### src/rtl/ifu_fetch_buf.sv
// Instruction fetch unit with an in-order prefetch buffer between PC generation and decode.
// Sequential fetch requests fill a circular buffer; redirects flush it and discard stale replies.
module ifu_fetch_buf #(
    parameter int unsigned     XLEN     = 64,
    parameter int unsigned     ILEN     = 32,
    parameter int unsigned     DEPTH    = 4,
    parameter logic [XLEN-1:0] RESET_PC = XLEN'(64'h8000_0000)
) (
    input  logic            clk,
    input  logic            rstn,
    input  logic            redirect,
    input  logic [XLEN-1:0] redirect_pc,
    output logic            req_valid,
    input  logic            req_ready,
    output logic [XLEN-1:0] req_addr,
    input  logic            resp_valid,
    input  logic [ILEN-1:0] resp_instr,
    output logic            out_valid,
    input  logic            out_ready,
    output logic [XLEN-1:0] out_pc,
    output logic [ILEN-1:0] out_instr,
    output logic [XLEN-1:0] out_snxt_pc
);

    localparam int unsigned PW = $clog2(DEPTH);
    localparam int unsigned CW = $clog2(DEPTH + 1);

    typedef logic [PW-1:0] ptr_t;
    typedef logic [CW-1:0] cnt_t;

    localparam cnt_t FULL = cnt_t'(DEPTH);

    logic [XLEN-1:0]  pc_q    [DEPTH];
    logic [XLEN-1:0]  pc_d    [DEPTH];
    logic [ILEN-1:0]  instr_q [DEPTH];
    logic [ILEN-1:0]  instr_d [DEPTH];
    logic [DEPTH-1:0] filled_q, filled_d;
    ptr_t             head_q, head_d;
    ptr_t             fill_q, fill_d;
    ptr_t             alloc_q, alloc_d;
    cnt_t             count_q, count_d;
    cnt_t             pending_q, pending_d;
    cnt_t             discard_q, discard_d;
    logic [XLEN-1:0]  fetch_pc_q, fetch_pc_d;

    logic issue;
    logic pop;
    logic resp_take;
    logic resp_write;

    // Outputs are forced quiet while rstn is low, before the synchronous reset lands.
    assign req_valid  = rstn && !redirect && (count_q < FULL) && (pending_q < FULL);
    assign req_addr   = fetch_pc_q;
    assign out_valid  = rstn && (count_q != '0) && filled_q[head_q];
    assign out_pc      = out_valid ? pc_q[head_q] : '0;
    assign out_instr   = out_valid ? instr_q[head_q] : '0;
    assign out_snxt_pc = out_valid ? pc_q[head_q] + XLEN'(4) : '0;

    assign issue      = req_valid && req_ready;
    assign pop        = out_valid && out_ready && !redirect;
    assign resp_take  = resp_valid && (pending_q != '0);
    assign resp_write = resp_take && (discard_q == '0) && !redirect;

    always_comb begin
        pc_d       = pc_q;
        instr_d    = instr_q;
        filled_d   = filled_q;
        head_d     = head_q;
        fill_d     = fill_q;
        alloc_d    = alloc_q;
        count_d    = count_q;
        pending_d  = pending_q;
        discard_d  = discard_q;
        fetch_pc_d = fetch_pc_q;

        if (redirect) begin
            // Every request still in flight after this cycle belongs to the old stream.
            filled_d   = '0;
            head_d     = '0;
            fill_d     = '0;
            alloc_d    = '0;
            count_d    = '0;
            fetch_pc_d = redirect_pc;
            pending_d  = pending_q - cnt_t'(resp_take);
            discard_d  = pending_q - cnt_t'(resp_take);
        end else begin
            if (issue) begin
                pc_d[alloc_q]     = fetch_pc_q;
                filled_d[alloc_q] = 1'b0;
                alloc_d           = alloc_q + ptr_t'(1);
                fetch_pc_d        = fetch_pc_q + XLEN'(4);
            end
            if (resp_take && (discard_q != '0)) begin
                discard_d = discard_q - cnt_t'(1);
            end
            if (resp_write) begin
                instr_d[fill_q]  = resp_instr;
                filled_d[fill_q] = 1'b1;
                fill_d           = fill_q + ptr_t'(1);
            end
            if (pop) begin
                filled_d[head_q] = 1'b0;
                head_d           = head_q + ptr_t'(1);
            end
            count_d   = count_q + cnt_t'(issue) - cnt_t'(pop);
            pending_d = pending_q + cnt_t'(issue) - cnt_t'(resp_take);
        end
    end

    always_ff @(posedge clk) begin
        if (!rstn) begin
            for (int unsigned i = 0; i < DEPTH; i++) begin
                pc_q[i]    <= '0;
                instr_q[i] <= '0;
            end
            filled_q   <= '0;
            head_q     <= '0;
            fill_q     <= '0;
            alloc_q    <= '0;
            count_q    <= '0;
            pending_q  <= '0;
            discard_q  <= '0;
            fetch_pc_q <= RESET_PC;
        end else begin
            pc_q       <= pc_d;
            instr_q    <= instr_d;
            filled_q   <= filled_d;
            head_q     <= head_d;
            fill_q     <= fill_d;
            alloc_q    <= alloc_d;
            count_q    <= count_d;
            pending_q  <= pending_d;
            discard_q  <= discard_d;
            fetch_pc_q <= fetch_pc_d;
        end
    end

endmodule

### config.mk
export PLATFORM = sky130hd
export DESIGN_NAME = ifu_fetch_buf
export DESIGN_NICKNAME = d
export VERILOG_FILES = /design/src/rtl/ifu_fetch_buf.sv
export SDC_FILE = /design/constraint.sdc
export NUM_CORES = 1
export LEC_CHECK = 0
export CORE_ASPECT_RATIO = 0.75
export CORE_MARGIN = 2
export CORE_UTILIZATION = 30
export CTS_CLUSTER_DIAMETER = 120
export DETAILED_ROUTE_END_ITERATION = 8
export PLACE_DENSITY = 0.48
export SLEW_MARGIN = 20
export SYNTH_ARGS = -nofsm -noshare
export SYNTH_HDL_FRONTEND = slang
export SYNTH_SLANG_ARGS = --single-unit
### constraint.sdc
create_clock -name clk -period 3.5 [get_ports clk]
set_input_delay 0.35 -clock clk [delete_from_list [all_inputs] [get_ports clk]]
set_output_delay 0.35 -clock clk [all_outputs]
set_load 0.02 [all_outputs]
* Yosys cells after proc, flatten, opt, wreduce, memory -nomap -nowiden *
Index checks and enable logic that the tools add are counted.

storage, ports and cells
  register bits after elaboration = 467
  input port bits = 102
  output and inout port bits = 226

cells by class
  $add $sub $neg = 11
  order comparisons = 13
  multiplexer cells = 33
  bitwise logic cells = 10
  reductions and logical operators = 27

operators with widths
  operator                                                                              number
  64-bit two-way mux                                                                    7
  256-bit bitwise mux                                                                   1
  64-bit by 3-bit adder with 64-bit output (second input constant)                      2
  64-bit binary-select mux with 2-bit select                                            1
  128-bit bitwise mux                                                                   1
  64-bit demux with 2-bit select                                                        1
  32-bit two-way mux                                                                    4
  32-bit binary-select mux with 2-bit select                                            1
  32-bit demux with 2-bit select                                                        1
  4-bit two-way mux                                                                     5
  1-bit logical AND                                                                     17
  3-bit greater-or-equal comparator (second input constant)                             3
  2-bit by 3-bit < comparator with 1-bit output (second input constant)                 3
  3-bit two-way mux                                                                     3
  2-bit inverter with 3-bit output                                                      3
  3-bit nonzero test                                                                    3
  3-bit by 1-bit subtractor with 3-bit output                                           3
  4-bit bitwise AND                                                                     2
  4-bit inverter                                                                        2
  2-bit by 1-bit adder with 2-bit output (second input constant)                        3
  3-bit by 1-bit adder with 3-bit output                                                2
  1-bit demux with 2-bit select                                                         3
  2-bit by 1-bit greater-or-equal comparator with 1-bit output (second input constant)  3
  3-bit by 1-bit < comparator with 1-bit output (second input constant)                 2
  11 further kinds                                                                      18

* Longest topological paths before layout *
  depth in word-level cells = 13
  mapped depth = 17
  gate-level depth less buffers = 12

* Least setup slack after synthesis *
OpenSTA, ideal clock, no wires.

  path type = reg-to-reg
  start = reg head_q[0]
  end = reg count_q[2]
  arrival = 3.611 ns
  data required time = 3.372 ns
  setup slack = -0.239 ns
  cell stages (with the launch flop) = 18
  path buffers = 5
  period minus slack after synthesis = 3.739 ns
  path through = dfxtp_1 -> buf_4 -> buf_6 -> buf_2 -> buf_2 -> buf_2 -> mux4_2 -> o311ai_0 -> inv_1 -> nand2_1 -> nor2_1 -> ha_1 -> inv_1 -> ha_1 -> fa_1 -> xnor2_1 -> xnor2_1 -> nor2_1

between the ends
  cells in the longest elaborated chain, start to end = 6

ends and longest elaborated chain
  what                                         line  RTL
  start: declaration                           38    ptr_t head_q, head_d;
  start signal: assignment                     117   head_q <= '0;
  start signal: assignment                     128   head_q <= head_d;
  1-bit binary-select mux with 2-bit select    54    assign out_valid = rstn && (count_q != '0) && filled_q[head_q];
  1-bit two-way mux (implied by the code)      54
  1-bit logical AND                            54
  1-bit logical AND (2 in series)              60    assign pop = out_valid && out_ready && !redirect;
  3-bit by 1-bit subtractor with 3-bit output  105   count_d = count_q + cnt_t'(issue) - cnt_t'(pop);
  end signal: assignment                       131   count_q <= count_d;
  end: declaration                             41    cnt_t count_q, count_d;

No other way between the ends. The select of a mux whose other input is x is not followed.
A chain may end at the register's enable or synchronous reset.

* Final worst setup path *
  start = reg head_q[1]
  end = out out_snxt_pc[55]

between the ends
  cells in the longest elaborated chain, start to end = 6
  elaborated cells between the ends (all ways) = 9

ends and longest elaborated chain
  what                                                    line  RTL
  2-bit inverter with 3-bit output (implied by the code)  57    assign out_snxt_pc = out_valid ? pc_q[head_q] + XLEN'(4) : '0;
  64-bit binary-select mux with 2-bit select              57
  64-bit two-way mux (implied by the code) (2 in series)  57
  64-bit by 3-bit adder with 64-bit output                57
  64-bit two-way mux (*)                                  57
  end: declaration                                        22    output logic [XLEN-1:0] out_snxt_pc

Mark *: on every way between the ends. The rest lies on a longest branch, timed or not. The select of a mux whose other input is x is not followed.

==> results.json <==
{
  "cts.clk_slew.worst_paths_ns": 0.06,
  "ant_nets": 0,
  "grt_pass1_wl_um": 137000,
  "arrival_ns": 3.63,
  "maxSlewViolCount": 0,
  "hold_depth": 3,
  "r2r_start": "req_addr[2]$_SDFFE_PN0N_",
  "dp_hpwl_um": 62200,
  "startpoint": "head_q[1]$_SDFFE_PP0N_",
  "ios": 328,
  "avgViaCountPerCell": 5.24,
  "grt_pass1_vias": 22000,
  "synth_area_um2": 22800,
  "outcome": "finished, violations left",
  "grt_use_total": 0.228,
  "synth_warnings": 0,
  "cp.depth": 10,
  "crit_fanout": 8,
  "cts-root-buf": "clkbuf_16",
  "cts_buffers": 53,
  "drc": 0,
  "critPathSlowestCell": "or4b_4",
  "worst_setup_path_start_kind": "flip-flop",
  "path_class": "reg -> out",
  "yosys_most_used_dff": "dfxtp_1",
  "worst_slew_pin_slew_ns": 0.896,
  "setup_violations": 41,
  "fmax_mhz": 251,
  "grt_max_degree": 183,
  "dp_worst_setup_slack_ns": -0.452,
  "rsz0062_at_grt": "yes",
  "syn_avg_cell_area_um2": 7.97,
  "synth_most_common_cell": "nand2_1",
  "initial_core_util": 0.303,
  "worstSetupEndpointType": "output pin",
  "overflow": 0,
  "layout-drive-gt1-share": 0.190,
  "yosysUniqueCellTypes": 63,
  "port_buffers": 327,
  "synth_seq_cells": 467,
  "maxCapViolations": 0,
  "critical_path.cell_chain": "buf_12 -> mux4_4 -> nand4_1 -> buf_4 -> or4_4 -> or4b_4 -> buf_6 -> nor2_4 -> mux2_4 -> buf_6",
  "h-tree-depth": 2,
  "post-route-min-period_ns": 3.98,
  "cp_top_family": "simple AND/OR/NAND/NOR gates",
  "synth_top_area_frac": 0.410,
  "fillCellCount": 7504,
  "postLayoutSetupSlackWorst_ns": -0.483,
  "die_area_um2": 78300,
  "utilization": 0.413,
  "critPathRequiredTime_ns": 3.15,
  "fin_crit_sh": 1.14,
  "synth_enable_flop_cells": 0,
  "clock_latency_ns": 0.61,
  "synth_nets": 2988,
  "rows": 87,
  "synth_largest_area_cell": "dfxtp_1",
  "p_leak_uw": 0.0111,
  "min_from": "redirect_pc[41]",
  "antenna_found_initial": 6,
  "hold_class": "in -> reg",
  "avgRoutedWirePerCell_um": 21.3,
  "cts.sinks": 467,
  "ys_seq_area_frac": 0.410,
  "power.density_nw_per_um2": 416,
  "cts_tree": "yes",
  "ys_top_cells_by_count": "nand2_1 (880), dfxtp_1 (467), a21oi_1 (453), clkbuf_1 (205), nor2_1 (108)",
  "fin_nets": 3388,
  "power.total_uw": 12900,
  "design.core.area_um2": 75200,
  "hold_viol": 0,
  "wl_um": 92200,
  "async_reset_ff_frac": 0,
  "vias": 22700,
  "die_w_um": 322,
  "crit_buf_inv": 4,
  "syn_inst": 2862,
  "violations": "negative setup slack",
  "drtPass1Iterations": 5,
  "path_common_cell": "buf_6",
  "drt-initial-drc-count": 1911,
  "die_y_um": 243,
  "synth_area_leaders": "dfxtp_1 (41%), nand2_1 (14%), a21oi_1 (9.9%)",
  "ir_drop_v": 0.000408,
  "synthToLayoutAreaGrowth_pct": 36.3,
  "r2r_cells": 6,
  "skew_ns": 0.0104,
  "slew_headroom": 0.403,
  "clk_path_buf_depth": 3,
  "slowest_delay_ns": 0.56,
  "gp_congestion": 0.882
}
-- worst reg2reg max path, stage by stage, from the launching register on --
cell,delay [ns]
dfxtp_1,0.52
and2_1,0.44
and4_1,0.31
nand4_1,0.42
or3_1,0.68
or4_1,0.53
a31oi_1,0.17
-- metal layers --
| layer | vias to the layer above | wire, um | track usage |
|---|---|---|---|
| li1 | 10600 | - | - |
| met4 | 4 | 2480 | 0.0679 |
| met2 | 817 | 41800 | 0.358 |
| met5 | - | 24 | 0 |
| met3 | 134 | 6970 | 0.0458 |
| met1 | 11100 | 40900 | 0.314 |
-- logic make-up (layout without fill, tap and decap cells) --
| family | count (synthesis) | in the layout | synth area share |
|---|---|---|---|
| compound gates | 583 | 583 | 0.139 |
| xor+xnor | 57 | 57 | 0.0219 |
| fa+ha+maj | 24 | 24 | 0.0138 |
| buf+inv | 287 | 728 | 0.0528 |
| flops | 467 | 467 | 0.410 |
| mux | 108 | 108 | 0.103 |
| other cells | 0 | 2 | 0 |
| simple gates | 1336 | 1336 | 0.259 |
-- final timing paths --
check | end | slack (ns)
worst max register to register | req_addr[57]$_SDFFE_PN0N_ | 0.35
worst max-delay path | out_snxt_pc[55] | -0.48
worst min register to register | instr_q[13]$_SDFFE_PN0P_ | 0.45
worst min-delay path | req_addr[41]$_SDFFE_PN0N_ | 0.31
-- area by class of cell --
| class | count | area, um^2 | area share |
|---|---|---|---|
| multi-input combinational | 2108 | 12900 | 0.414 |
| sequential | 467 | 9360 | 0.301 |
| timing repair buffer | 596 | 5560 | 0.179 |
| clock buffer | 75 | 1560 | 0.0501 |
| tap | 1023 | 1280 | 0.0412 |
| clock inverter | 21 | 324 | 0.0104 |
| inverter | 36 | 143 | 0.00459 |
| antenna | 2 | 5.00 | 0.000161 |
-- per-stage QoR --
step / cells / hold slack (ns) / TNS, ns / area, um^2
after CTS: 4311 / 0.289 / -10.82 / 30700
after floorplan: 2862 / 0.432 / 0 / 22800
after detailed placement: 4193 / 0.444 / -9.46 / 28400
final: 4328 / 0.310 / -9.60 / 31100
after global placement: 4193 / 0.438 / -9.02 / 28400
after global routing: 4327 / 0.324 / -13.45 / 31100
-- sequential cells by signal, summed over array words and instances, names as in the netlist --
signal	cells
alloc_q	2
count_q	3
discard_q	3
fill_q	2
filled_q	4
head_q	2
instr_q	128
pc_q	256
pending_q	3
req_addr	64
-- power breakdown --
group          switching, uW  total (uW)  internal [uW]  leakage [uW]
registers                132        5580           5450       0.00378
clock network           2360        6040           3680      0.000923
logic                    789        1320            535       0.00643
total                   3280       12900           9660        0.0111
-- what timing repair did --
| item | 4_1_cts | 5_1_grt |
|---|---|---|
| hold buffers | 0 | 0 |
| setup endpoints to repair | 160 | 61 |
| setup buffers | 21 | 15 |
| gates cloned | 1 | 1 |
| pin swaps | 33 | 32 |
| gates resized for setup | 419 | 96 |
-- layout by cell type (no fill, tap or decap), types with 8 or more instances in the layout --
master | netlist | layout
clkbuf_16 | 0 | 54
nand3_1 | 41 | 38
nor3_1 | 29 | 19
clkbuf_2 | 0 | 8
and3_1 | 25 | 18
or4_4 | 3 | 9
a21oi_2 | 0 | 11
or3_4 | 0 | 10
xor2_1 | 13 | 13
buf_6 | 9 | 28
mux4_2 | 84 | 90
a31oi_1 | 15 | 15
dfxtp_1 | 467 | 465
bufinv_16 | 0 | 8
and4_1 | 12 | 10
and2_1 | 102 | 101
buf_4 | 5 | 251
nand2_1 | 880 | 875
o311ai_0 | 13 | 12
or3_1 | 32 | 22
nand4_1 | 40 | 40
dlygate4sd2_1 | 0 | 85
inv_1 | 35 | 33
nor2_1 | 108 | 105
xnor2_1 | 44 | 41
clkdlybuf4s50_1 | 0 | 176
buf_12 | 2 | 29
a21oi_1 | 453 | 436
o21ai_0 | 43 | 41
a211oi_1 | 11 | 11
ha_1 | 22 | 21
or4_1 | 20 | 14
clkbuf_8 | 0 | 15
Note: power is estimated with default switching activity, not from simulation.
